### config.mk
export PLATFORM = sky130hd
export DESIGN_NAME = cfg_loader_flat
export DESIGN_NICKNAME = d
export VERILOG_FILES = /design/src/rtl/cfg_loader_if.sv /design/src/rtl/cfg_loader.sv /design/src/flat_wrapper.sv
export SDC_FILE = /design/constraint.sdc
export NUM_CORES = 1
export LEC_CHECK = 0
export BUFFER_PORTS_ARGS = -buffer_cell sky130_fd_sc_hd__clkbuf_2
export CAP_MARGIN = 25
export CELL_PAD_IN_SITES_DETAIL_PLACEMENT = 1
export CELL_PAD_IN_SITES_GLOBAL_PLACEMENT = 1
export CORE_MARGIN = 10
export CORE_UTILIZATION = 37
export DETAILED_ROUTE_END_ITERATION = 10
export GPL_ROUTABILITY_DRIVEN = 0
export GPL_TIMING_DRIVEN = 0
export HOLD_SLACK_MARGIN = 0.06
export MAX_ROUTING_LAYER = met4
export PLACE_DENSITY = 0.71
export SLEW_MARGIN = 20
export SYNTH_ARGS = -nofsm -noshare
export SYNTH_HDL_FRONTEND = slang
export SYNTH_SLANG_ARGS = --single-unit
### constraint.sdc
create_clock -name clk -period 1.7 [get_ports clk]
set_input_delay 0.34 -clock clk [delete_from_list [all_inputs] [get_ports clk]]
set_output_delay 0.34 -clock clk [all_outputs]
set_load 0.1 [all_outputs]
### src/rtl/cfg_loader_if.sv
// Bitstream/config bus between a host (or upstream tile) and cfg_loader.
// Optional CFG_PARITY_EN adds the cfg_in_parity input.
interface cfg_loader_if #(
  parameter int CFG_SIZE   = 256,
  parameter int WORD_WIDTH = 8
);
  logic                  cfg_en;
  logic [WORD_WIDTH-1:0] cfg_in_data;
  logic                  cfg_in_valid;
  logic                  cfg_in_ready;
`ifdef CFG_PARITY_EN
  logic                  cfg_in_parity;
`endif
  logic [WORD_WIDTH-1:0] cfg_out_data;
  logic                  cfg_out_valid;
  logic                  cfg_out_ready;
  logic [CFG_SIZE-1:0]   cfg;
  logic                  cfg_done;
  logic                  cfg_err;

  modport slave (
`ifdef CFG_PARITY_EN
    input  cfg_in_parity,
`endif
    input  cfg_en, cfg_in_data, cfg_in_valid, cfg_out_ready,
    output cfg_in_ready, cfg_out_data, cfg_out_valid, cfg, cfg_done, cfg_err
  );

  modport master (
`ifdef CFG_PARITY_EN
    output cfg_in_parity,
`endif
    output cfg_en, cfg_in_data, cfg_in_valid, cfg_out_ready,
    input  cfg_in_ready, cfg_out_data, cfg_out_valid, cfg, cfg_done, cfg_err
  );
endinterface

### src/rtl/cfg_loader.sv
// Per-tile config loader: word-serial shift chain, daisy-chain overflow, atomic commit to cfg.
// Define CFG_PARITY_EN to add even-parity checking of incoming words.
module cfg_loader #(
  parameter int CFG_SIZE   = 256,
  parameter int WORD_WIDTH = 8
) (
  input  logic         clk,
  input  logic         rst,
  cfg_loader_if.slave  bus
);
  localparam int NUM_WORDS = (CFG_SIZE + WORD_WIDTH - 1) / WORD_WIDTH;
  localparam int CHAIN_W   = NUM_WORDS * WORD_WIDTH;
  localparam int CNT_W     = $clog2(NUM_WORDS + 1);
  localparam logic [CNT_W-1:0] CNT_FULL = CNT_W'(NUM_WORDS);

  typedef enum logic [1:0] {IDLE, LOAD, COMMIT} state_t;

  state_t                r_state, w_next;
  logic [CHAIN_W-1:0]    r_chain;
  logic [CNT_W-1:0]      r_cnt;
  logic [WORD_WIDTH-1:0] r_out_data;
  logic                  r_out_valid;
  logic [CFG_SIZE-1:0]   r_cfg;
  logic                  r_done;
  logic                  r_err;

  logic w_in_ready, w_accept, w_full, w_exit, w_enter, w_commit, w_commit_ok, w_par_blk;

  always_comb begin
    w_next = r_state;
    case (r_state)
      IDLE:    if (bus.cfg_en) w_next = LOAD;
      LOAD:    if (!bus.cfg_en) w_next = COMMIT;
      COMMIT:  w_next = bus.cfg_en ? LOAD : IDLE;
      default: w_next = IDLE;
    endcase
  end

  // Input stalls only while a forwarded word is stuck downstream.
  assign w_in_ready  = (r_state == LOAD) && (!r_out_valid || bus.cfg_out_ready);
  assign w_accept    = bus.cfg_in_valid && w_in_ready;
  assign w_full      = (r_cnt == CNT_FULL);
  assign w_exit      = w_accept && w_full;
  assign w_enter     = (w_next == LOAD) && (r_state != LOAD);
  assign w_commit    = (r_state == COMMIT);
  assign w_commit_ok = w_full && !w_par_blk;

`ifdef CFG_PARITY_EN
  logic r_par_err;
  always_ff @(posedge clk) begin
    if (rst)                                                  r_par_err <= 1'b0;
    else if (w_enter)                                         r_par_err <= 1'b0;
    else if (w_accept && ^{bus.cfg_in_data, bus.cfg_in_parity}) r_par_err <= 1'b1;
  end
  assign w_par_blk = r_par_err;
`else
  assign w_par_blk = 1'b0;
`endif

  always_ff @(posedge clk) begin
    if (rst) begin
      r_state <= IDLE;
      r_chain <= '0;
      r_cnt   <= '0;
    end else begin
      r_state <= w_next;
      if (w_accept) r_chain <= {bus.cfg_in_data, r_chain[CHAIN_W-1:WORD_WIDTH]};
      if (w_enter)                 r_cnt <= '0;
      else if (w_accept && !w_full) r_cnt <= r_cnt + 1'b1;
    end
  end

  // Forwarded word persists across state changes until the next tile takes it.
  always_ff @(posedge clk) begin
    if (rst) begin
      r_out_valid <= 1'b0;
      r_out_data  <= '0;
    end else if (w_exit) begin
      r_out_valid <= 1'b1;
      r_out_data  <= r_chain[WORD_WIDTH-1:0];
    end else if (bus.cfg_out_ready) begin
      r_out_valid <= 1'b0;
    end
  end

  // A failed commit in a COMMIT cycle that re-enters LOAD keeps cfg_err visible.
  always_ff @(posedge clk) begin
    if (rst) begin
      r_cfg  <= '0;
      r_done <= 1'b0;
      r_err  <= 1'b0;
    end else begin
      r_done <= w_commit && w_commit_ok;
      if (w_commit && w_commit_ok) r_cfg <= r_chain[CFG_SIZE-1:0];
      if (w_enter)                  r_err <= 1'b0;
      if (w_commit && !w_commit_ok) r_err <= 1'b1;
    end
  end

  assign bus.cfg_in_ready  = w_in_ready;
  assign bus.cfg_out_data  = r_out_data;
  assign bus.cfg_out_valid = r_out_valid;
  assign bus.cfg           = r_cfg;
  assign bus.cfg_done      = r_done;
  assign bus.cfg_err       = r_err;
endmodule
### src/flat_wrapper.sv
// flat-port wrapper written by rule: the top's interface ports become plain ports
module cfg_loader_flat 
#(
  parameter int CFG_SIZE   = 256,
  parameter int WORD_WIDTH = 8
)
  (clk, rst, bus_cfg_en, bus_cfg_in_data, bus_cfg_in_valid, bus_cfg_out_ready, bus_cfg_in_ready, bus_cfg_out_data, bus_cfg_out_valid, bus_cfg, bus_cfg_done, bus_cfg_err);
  cfg_loader_if #(.CFG_SIZE(CFG_SIZE), .WORD_WIDTH(WORD_WIDTH)) bus_i ();
  input  logic clk;
  input  logic rst;
  input wire logic [$bits(bus_i.cfg_en)-1:0] bus_cfg_en;
  input wire logic [$bits(bus_i.cfg_in_data)-1:0] bus_cfg_in_data;
  input wire logic [$bits(bus_i.cfg_in_valid)-1:0] bus_cfg_in_valid;
  input wire logic [$bits(bus_i.cfg_out_ready)-1:0] bus_cfg_out_ready;
  output wire logic [$bits(bus_i.cfg_in_ready)-1:0] bus_cfg_in_ready;
  output wire logic [$bits(bus_i.cfg_out_data)-1:0] bus_cfg_out_data;
  output wire logic [$bits(bus_i.cfg_out_valid)-1:0] bus_cfg_out_valid;
  output wire logic [$bits(bus_i.cfg)-1:0] bus_cfg;
  output wire logic [$bits(bus_i.cfg_done)-1:0] bus_cfg_done;
  output wire logic [$bits(bus_i.cfg_err)-1:0] bus_cfg_err;
  assign bus_i.cfg_en = bus_cfg_en;
  assign bus_i.cfg_in_data = bus_cfg_in_data;
  assign bus_i.cfg_in_valid = bus_cfg_in_valid;
  assign bus_i.cfg_out_ready = bus_cfg_out_ready;
  assign bus_cfg_in_ready = bus_i.cfg_in_ready;
  assign bus_cfg_out_data = bus_i.cfg_out_data;
  assign bus_cfg_out_valid = bus_i.cfg_out_valid;
  assign bus_cfg = bus_i.cfg;
  assign bus_cfg_done = bus_i.cfg_done;
  assign bus_cfg_err = bus_i.cfg_err;
  cfg_loader #(.CFG_SIZE(CFG_SIZE), .WORD_WIDTH(WORD_WIDTH)) u_core (.clk(clk), .rst(rst), .bus(bus_i));
endmodule
* Word level (Yosys, flattened, before mapping)
Cells that the tools add are included.
Storage, ports and cells: output and inout port bits 268, bits of input ports 13, register bits after elaboration 531
Operators by class: reduce and logical (&&, ||, !) cells 14, eq/ne operators 5, add/subtract/negate cells 1, multiplexer cells 8
Operator list (count):
- $logic_and 1x1->1 | 7
- $add 6x1->6 const B | 1
- $eq 6x6->1 const B | 1
- $pmux 2 s3 | 1
- $mux 1 | 5
- $eq 2x1->1 const B | 2
- $mux 2 | 2
- $reduce_bool 2->1 | 2
- $eq 2x2->1 const B | 1
- $logic_not 1->1 | 2
- $logic_not 2->1 | 1
- $ne 2x1->1 const B | 1
- $reduce_or 2->1 | 1
- $logic_or 1x1->1 | 1

* Logic depth before layout (Yosys ltp)
Gate-level depths: netlist of the first run.
depth in word-level cells 6, gate-level depth with buffers 9, depth with buffers taken out 6

* Worst setup path after synthesis of the first run
Ideal clock, no wire load.
path kind reg2out, from register u_core.r_out_valid, in the netlist u_core.bus.cfg_out_valid, to output bus_cfg_in_ready, slack -0.852 ns, buffers on the path 0, cell stages (with the launch flop) 3, data arrival time 2.212 ns, required time 1.360 ns, path through dfxtp_1 -> nor2b_1 -> nor2_1
On the way: cells in the longest elaborated chain, start to end 3
RTL lines:
- start, declared | line cfg_loader.sv:22 | logic r_out_valid;
- start signal, assigned | line cfg_loader.sv:76 | r_out_valid <= 1'b0;
- start signal, assigned | line cfg_loader.sv:79 | r_out_valid <= 1'b1;
- start signal, assigned | line cfg_loader.sv:82 | r_out_valid <= 1'b0;
- $logic_not 1->1 | line cfg_loader.sv:40 | assign w_in_ready = (r_state == LOAD) && (!r_out_valid || bus.cfg_out_ready);
- $logic_or 1x1->1 | line cfg_loader.sv:40
- $logic_and 1x1->1 | line cfg_loader.sv:40
- end, declared | line flat_wrapper.sv:15 | output wire logic [$bits(bus_i.cfg_in_ready)-1:0] bus_cfg_in_ready;
Every way passes these cells.

* Final worst setup path of the first run
from register u_core.r_cnt[4], to register u_core.r_cfg[85], in the netlist u_core.bus.cfg[85]
On the way: cells in the longest elaborated chain, start to end 2
RTL lines:
- start, declared | line cfg_loader.sv:20 | logic [CNT_W-1:0] r_cnt;
- start signal, assigned | line cfg_loader.sv:69 | else if (w_accept && !w_full) r_cnt <= r_cnt + 1'b1;
- $eq 6x6->1 | line cfg_loader.sv:42 | assign w_full = (r_cnt == CNT_FULL);
- $logic_and 1x1->1 | line cfg_loader.sv:94 | if (w_commit && w_commit_ok) r_cfg <= r_chain[CFG_SIZE-1:0];
- end signal, assigned | line cfg_loader.sv:94
- end, declared | line cfg_loader.sv:23 | logic [CFG_SIZE-1:0] r_cfg;
Every way passes these cells. A chain may end at the register's enable or synchronous reset.

==> results of run 1 <==
[registers in the layout, summed over array words and instances, names as in the netlist]
signal and cells:
u_core.bus.cfg 256, u_core.r_chain 256, u_core.r_cnt 6, u_core.bus.cfg_out_valid 1
u_core.bus.cfg_done 1, u_core.r_state 2, u_core.bus.cfg_err 1, u_core.bus.cfg_out_data 8
[cells in the final DEF, fill, tap and decap left out, types with 26 or more instances in the layout]
cell type,count
sky130_fd_sc_hd__nand2_2,34
sky130_fd_sc_hd__a21oi_1,474
sky130_fd_sc_hd__nand2_1,967
sky130_fd_sc_hd__a21oi_2,42
sky130_fd_sc_hd__buf_6,30
sky130_fd_sc_hd__clkbuf_2,308
sky130_fd_sc_hd__dfxtp_1,527
sky130_fd_sc_hd__clkbuf_16,63
sky130_fd_sc_hd__nand2_4,26
sky130_fd_sc_hd__clkbuf_1,84
[layout make-up]
cell class,count,area [um2]
Fill cell,6008,25200
Antenna cell,1,2.50
Multi-Input combinational cell,1604,7350
Timing Repair Buffer,314,1970
Tap cell,664,831
Buffer,171,1260
Clock buffer,80,1640
Clock inverter,14,131
Inverter,6,22.5
Sequential cell,531,10600
[power by group]
part	internal (mW)	total (mW)	switching, mW
combinational	0.120	0.578	0.458
clock	6.96	12.0	5.03
sequential	12.5	12.5	0.0111
[repair_timing]
action / 4_1_cts / 5_1_grt
endpoints found under the setup margin: 793 / 785
cloned: 9 / 6
buffers inserted: 7 / 3
pin swaps: 22 / 22
gates resized for setup: 186 / 93
hold buffers: 9 / 0
hold endpoints to repair: 10 / 0
[worst max-delay path: stages (launching register included)]
cell and delay, ps:
sky130_fd_sc_hd__dfxtp_2 320, sky130_fd_sc_hd__or4b_4 550, sky130_fd_sc_hd__or3_4 490, sky130_fd_sc_hd__buf_16 220, sky130_fd_sc_hd__buf_16 150, sky130_fd_sc_hd__nand2_1 90, sky130_fd_sc_hd__a21oi_2 70
[stage by stage]
stage               total power [mW]  TNS (ps)  setup WS (ps)
finish                          25.0    -87700           -334
global route                    25.9   -128310           -373
CTS                             25.3    -98460           -315
detailed placement              13.3   -302640           -880
global placement                13.2   -283340           -816
floorplan                       13.1    -45040           -194
[cell families after synthesis]
| logic type | after synthesis | synth area share [%] |
|---|---|---|
| simple gates | 1068 | 22.4 |
| xor+xnor | 2 | 0.0953 |
| flops | 531 | 57.8 |
| buf+inv | 179 | 4.81 |
| compound gates | 524 | 14.4 |
| mux | 8 | 0.436 |
| fa+ha+maj | 2 | 0.136 |
[routing by layer]
metal	vias to the layer above	part of all wire [%]
met5	-	0
met4	0	2.0
met3	92	4.0
met2	269	48
met1	8036	46
li1	8196	-
[worst paths after layout]
path,start,to,slack (ps),depth (start not counted)
hold reg to reg,u_core.bus.cfg[125],u_core.bus.cfg[125],450,2
setup / recovery,u_core.r_cnt[4],u_core.bus.cfg[85],-330,6
setup reg to reg,u_core.r_cnt[4],u_core.bus.cfg[85],-330,6
hold / removal,bus_cfg_out_ready,u_core.bus.cfg_out_valid,150,3
==> run_results.csv, run 1 <==
group,metric,value,unit
run_status,run_status,"finished with violations",
run_status,violations,"setup timing",
yosys,count_of_cell_types_in_the_netlist,29,
setup_path,cp-start-kind,"register",
floorplan,start_util,37.5,%
sta,count_of_endpoints_failing_hold_in_the_final_timing_report,0,
layout,finish.net_count,2700,
routing,detail_route.wl_per_cell,18.1,um
floorplan,floorplan.die.width,243,um
placement,detailed_place_hpwl,43100,um
routing,drt.antenna.violating_nets,0,
global_routing,groute.usage.overall,20.4,%
clock_tree,cts-root-to-sink-buffers,3,
yosys,synth-seq-area-share,57.8,%
placement,io_buffers,280,
pwr,p_leak,8.83,nW
placement,place.detailed.instances,3258,
floorplan,die_h,243,um
routing,num_vias,16600,
global_routing,antenna_found_initial,1,
routing,detailedRoute.firstPassIterationCount,4,
layout,layout-drive-gt1-share,22.1,%
yosys,yosys.area.top_type,"sky130_fd_sc_hd__dfxtp_1",
sta,setup_violations,593,
placement,detailed_place.area,20700,um2
clock_tree,tritoncts,"done",
yosys,postSynthAreaPerCell,7.95,um2
setup_path,crit_arrival,2500,ps
global_routing,first_pass_grt_wire_length,95600,um
yosys,synth_nets,2329,
setup_path,path_class,"register to register",
yosys,synth_top_area_share,57.8,%
clock_tree,cts_made_buffers,57,
sta,maxSlewHeadroom,32.0,%
yosys,synth-warning-count,0,
setup_path,critical_path_peak_fanout,9,
yosys,yosys.cell_count.top_type,"sky130_fd_sc_hd__nand2_1",
floorplan,ios,281,
global_routing,gr-usage-met2,33.8,%
yosys,synth.cells.most_frequent,"sky130_fd_sc_hd__nand2_1 (1027), sky130_fd_sc_hd__dfxtp_1 (531), sky130_fd_sc_hd__a21oi_1 (516)",
flow_run,maxCapViolCount,0,
yosys,synth_top_flop_cell,"sky130_fd_sc_hd__dfxtp_1",
clock_tree,clock_edge_transition_at_the_registers_on_the_reported_setup_and_hold_paths,60,ps
layout,final_core_utilization,48.6,%
sta,rsz0062_at_grt,"true",
sta,finalClockSkew,12.5,ps
global_routing,grt_max_degree,14,
sta,timing.fmax,0.492,GHz
global_routing,grt_pass1_vias,17300,
routing,post-route-drc-count,0,
clock_tree,clockRootBuffer,"sky130_fd_sc_hd__clkbuf_16",
sta,timing.hold.ws,149,ps
floorplan,core,49100,um2
yosys,synth_top_cells_by_area,"sky130_fd_sc_hd__dfxtp_1 (58%), sky130_fd_sc_hd__nand2_1 (21%), sky130_fd_sc_hd__a21oi_1 (14%)",
sta,setup_slack,-334,ps
global_routing,globalRouteMet3Util,3.28,%
clock_tree,cts_htree_levels,2,
global_routing,grt_remaining_overflow,0,
clock_tree,insertion_delay_of_the_later_clocked_pin_in_the_worst_skew_pair,600,ps
pwr,power_density,1050,nW/um2
sta,share_of_the_cycle_needed_by_the_critical_path_after_routing,120,%
sta,final_period_minus_worst_setup_slack,2030,ps
routing,avgViaCountPerCell,4.90,
routing,drt_iter0_markers,921,
sta,worst_slew_pin_slew,1020,ps
setup_path,setup.worst_path.end_class,"register",
floorplan,row_count,81,
yosys,asyncSetResetFlopFracSynth,0,%
global_routing,gr-max-usage-layer,"met2",
routing,totalWireLength,61100,um
setup_path,critPathRequiredTime,2160,ps
pwr,ir_worst_vdd,0.683,mV
layout,number_of_standard_cells_in_the_layout_taps_in_and_fillers_out,3385,
layout,finish.instance_area,23900,um2
floorplan,die_area,59000,um2
yosys,mapped_cells,2314,
global_routing,grtUsageMet1,25.4,%
yosys,syn_area,18400,um2
hold_path,hold_path.class,"input pin to register",
clock_tree,cts_sinks,531,
yosys,synth-edff-count,0,
yosys,ys_ff_latch,531,
layout,synth_to_layout_area_growth,29.7,%
sta,maxSlewViolCount,0,
Power figures use the tool's default switching activity.
==> run 2: changes to the inputs <==
--- a/config.mk
+++ b/config.mk
@@ -10,13 +10,13 @@
 export CELL_PAD_IN_SITES_DETAIL_PLACEMENT = 1
 export CELL_PAD_IN_SITES_GLOBAL_PLACEMENT = 1
 export CORE_MARGIN = 10
-export CORE_UTILIZATION = 37
+export CORE_UTILIZATION = 41
 export DETAILED_ROUTE_END_ITERATION = 10
 export GPL_ROUTABILITY_DRIVEN = 0
 export GPL_TIMING_DRIVEN = 0
 export HOLD_SLACK_MARGIN = 0.06
 export MAX_ROUTING_LAYER = met4
-export PLACE_DENSITY = 0.71
+export PLACE_DENSITY = 0.75
 export SLEW_MARGIN = 20
 export SYNTH_ARGS = -nofsm -noshare
 export SYNTH_HDL_FRONTEND = slang
==> constraint.sdc (replaced) <==
create_clock -name clk -period 2 [get_ports clk]
set_input_delay 0.4 -clock clk [delete_from_list [all_inputs] [get_ports clk]]
set_output_delay 0.4 -clock clk [all_outputs]
set_load 0.1 [all_outputs]
==> run 2 against run 1 <==
  * The run still ends with setup timing left
  * Cell count shrank 2.1%
  * Die area shrank 9.0%
  * Clock power shrank 14%
  * Critical path type unchanged
==> run_results.csv, run 2 (synthesis results as in run 1) <==
group,metric,value,unit
routing,drt_iter0_markers,907,
layout,mostFrequentLayoutCell,"sky130_fd_sc_hd__nand2_1",
layout,finish.net_count,2695,
floorplan,die_area,53700,um2
layout,finish.instance_area,23900,um2
layout,final_cell_mix,"sky130_fd_sc_hd__nand2_1 (932), sky130_fd_sc_hd__dfxtp_1 (527), sky130_fd_sc_hd__a21oi_1 (452)",
clock_tree,clockRootBuffer,"sky130_fd_sc_hd__clkbuf_16",
setup_path,path_class,"register to register",
placement,io_buffers,280,
run_status,run_status,"finished with violations",
clock_tree,cts-root-to-sink-buffers,3,
pwr,power.combinational.fraction,2.3,%
sta,timing.fmax,0.474,GHz
global_routing,grt_max_degree,15,
routing,totalWireLength,61600,um
floorplan,row_count,77,
pwr,power.switching,4.69,mW
sta,share_of_the_cycle_needed_by_the_critical_path_after_routing,105,%
routing,num_vias,16700,
routing,detail_route.wl_per_cell,18.6,um
sta,maxSlewViolCount,0,
pwr,seq_power_share,49.5,%
placement,dp_slack,-614,ps
global_routing,groute.usage.overall,22.5,%
pwr,sw_ratio,21.9,%
clock_tree,insertion_delay_of_the_later_clocked_pin_in_the_worst_skew_pair,610,ps
sta,final_period_minus_worst_setup_slack,2110,ps
floorplan,start_util,41.5,%
routing,detailedRoute.firstPassIterationCount,4,
floorplan,ios,281,
floorplan,core,44300,um2
sta,finalClockSkew,28.3,ps
pwr,clkPwrFrac,48.2,%
pwr,internal_power,16.7,mW
setup_path,critical_path_peak_fanout,10,
floorplan,die_h,232,um
setup_path,crit_arrival,2560,ps
pwr,ir_worst_vdd,0.681,mV
placement,detailed_place.area,20500,um2
placement,detailed_place_hpwl,42600,um
floorplan,floorplan.die.width,232,um
run_status,violations,"setup timing",
pwr,power_density,894,nW/um2
setup_path,cp-start-kind,"register",
global_routing,grt_remaining_overflow,0,
clock_tree,tritoncts,"done",
setup_path,critPathRequiredTime,2450,ps
clock_tree,cts_made_buffers,56,
sta,setup_violations,245,
clock_tree,cts_sinks,531,
global_routing,first_pass_grt_wire_length,95800,um
sta,timing.setup.tns,-12690,ps
layout,synth_to_layout_area_growth,30.1,%
routing,drt.antenna.violating_nets,0,
sta,rsz0062_at_grt,"true",
hold_path,hold_path.class,"input pin to register",
layout,layout-drive-gt1-share,23.9,%
routing,post-route-drc-count,0,
clock_tree,cts_htree_levels,2,
layout,final_core_utilization,54.0,%
pwr,p_leak,8.57,nW
global_routing,antenna_found_initial,4,
sta,worst_slew_pin_slew,927,ps
setup_path,setup.worst_path.end_class,"register",
sta,maxSlewHeadroom,38.2,%
clock_tree,clock_edge_transition_at_the_registers_on_the_reported_setup_and_hold_paths,60,ps
routing,avgViaCountPerCell,5.04,
global_routing,grt_pass1_vias,17400,
sta,setup_slack,-108,ps
sta,count_of_endpoints_failing_hold_in_the_final_timing_report,0,
flow_run,maxCapViolCount,0,
[run 2: final timing paths]
kind / start / end / slack [ps] / cells after the start
worst max-delay path: u_core.r_cnt[4] / u_core.bus.cfg[246] / -110 / 7
worst min-delay path: rst / u_core.r_cnt[0] / 220 / 3
worst max register to register: u_core.r_cnt[4] / u_core.bus.cfg[246] / -110 / 7
worst min register to register: u_core.bus.cfg[81] / u_core.bus.cfg[81] / 450 / 2
[run 2: metrics by stage]
stage / power [mW] / hold WS (ps) / std cells
2_1_floorplan: 11.1 / 445 / 2314
3_3_place_gp: 11.3 / 442 / 3186
3_5_place_dp: 11.3 / 448 / 3186
4_1_cts: 21.5 / 162 / 3312
5_1_grt: 22.1 / 227 / 3314
6_report: 21.4 / 224 / 3314
[run 2: per-layer routing]
metal / vias up / track usage [%] / part of all wire (%)
met2: 307 / 36.7 / 48
met3: 104 / 4.34 / 4.5
met5: - / - / 0
li1: 8207 / - / -
met1: 8074 / 27.8 / 45
met4: 0 / 6.84 / 2.4
[run 2: layout make-up]
class	instances	area, um2
timing repair buffer	309	1910
clock inverter	18	179
inverter	6	22.5
antenna	3	7.51
sequential	531	10600
multi-input combinational	1604	7670
buffer	172	1130
clock buffer	79	1630
tap	592	741
fill	5359	20400
[run 2: worst max-delay path: stages, from the launching register on]
cell and delay (ps):
sky130_fd_sc_hd__dfxtp_2 320, sky130_fd_sc_hd__or4b_4 570, sky130_fd_sc_hd__or3_4 430, sky130_fd_sc_hd__buf_12 160, sky130_fd_sc_hd__buf_12 150, sky130_fd_sc_hd__buf_8 150
sky130_fd_sc_hd__nand2_1 60, sky130_fd_sc_hd__a21oi_1 90
[run 2: power groups by stage]
stage                     Clock (mW)  Sequential, mW  Combinational (mW)
final                           10.3            10.6               0.486
after global routing            11.0            10.6               0.535
after CTS                       10.5            10.6               0.469
after detailed placement           0            10.8               0.436
after global placement             0            10.8               0.424
after floorplan                    0            10.8               0.280
[run 2: timing repair]
action | CTS | global route
endpoints found under the setup margin | 472 | 472
hold buffers | 9 | 0
pin swaps | 48 | 83
endpoints found under the hold margin | 10 | 0
gates resized for setup | 153 | 211
setup buffers | 9 | 1
gates cloned | 12 | 2
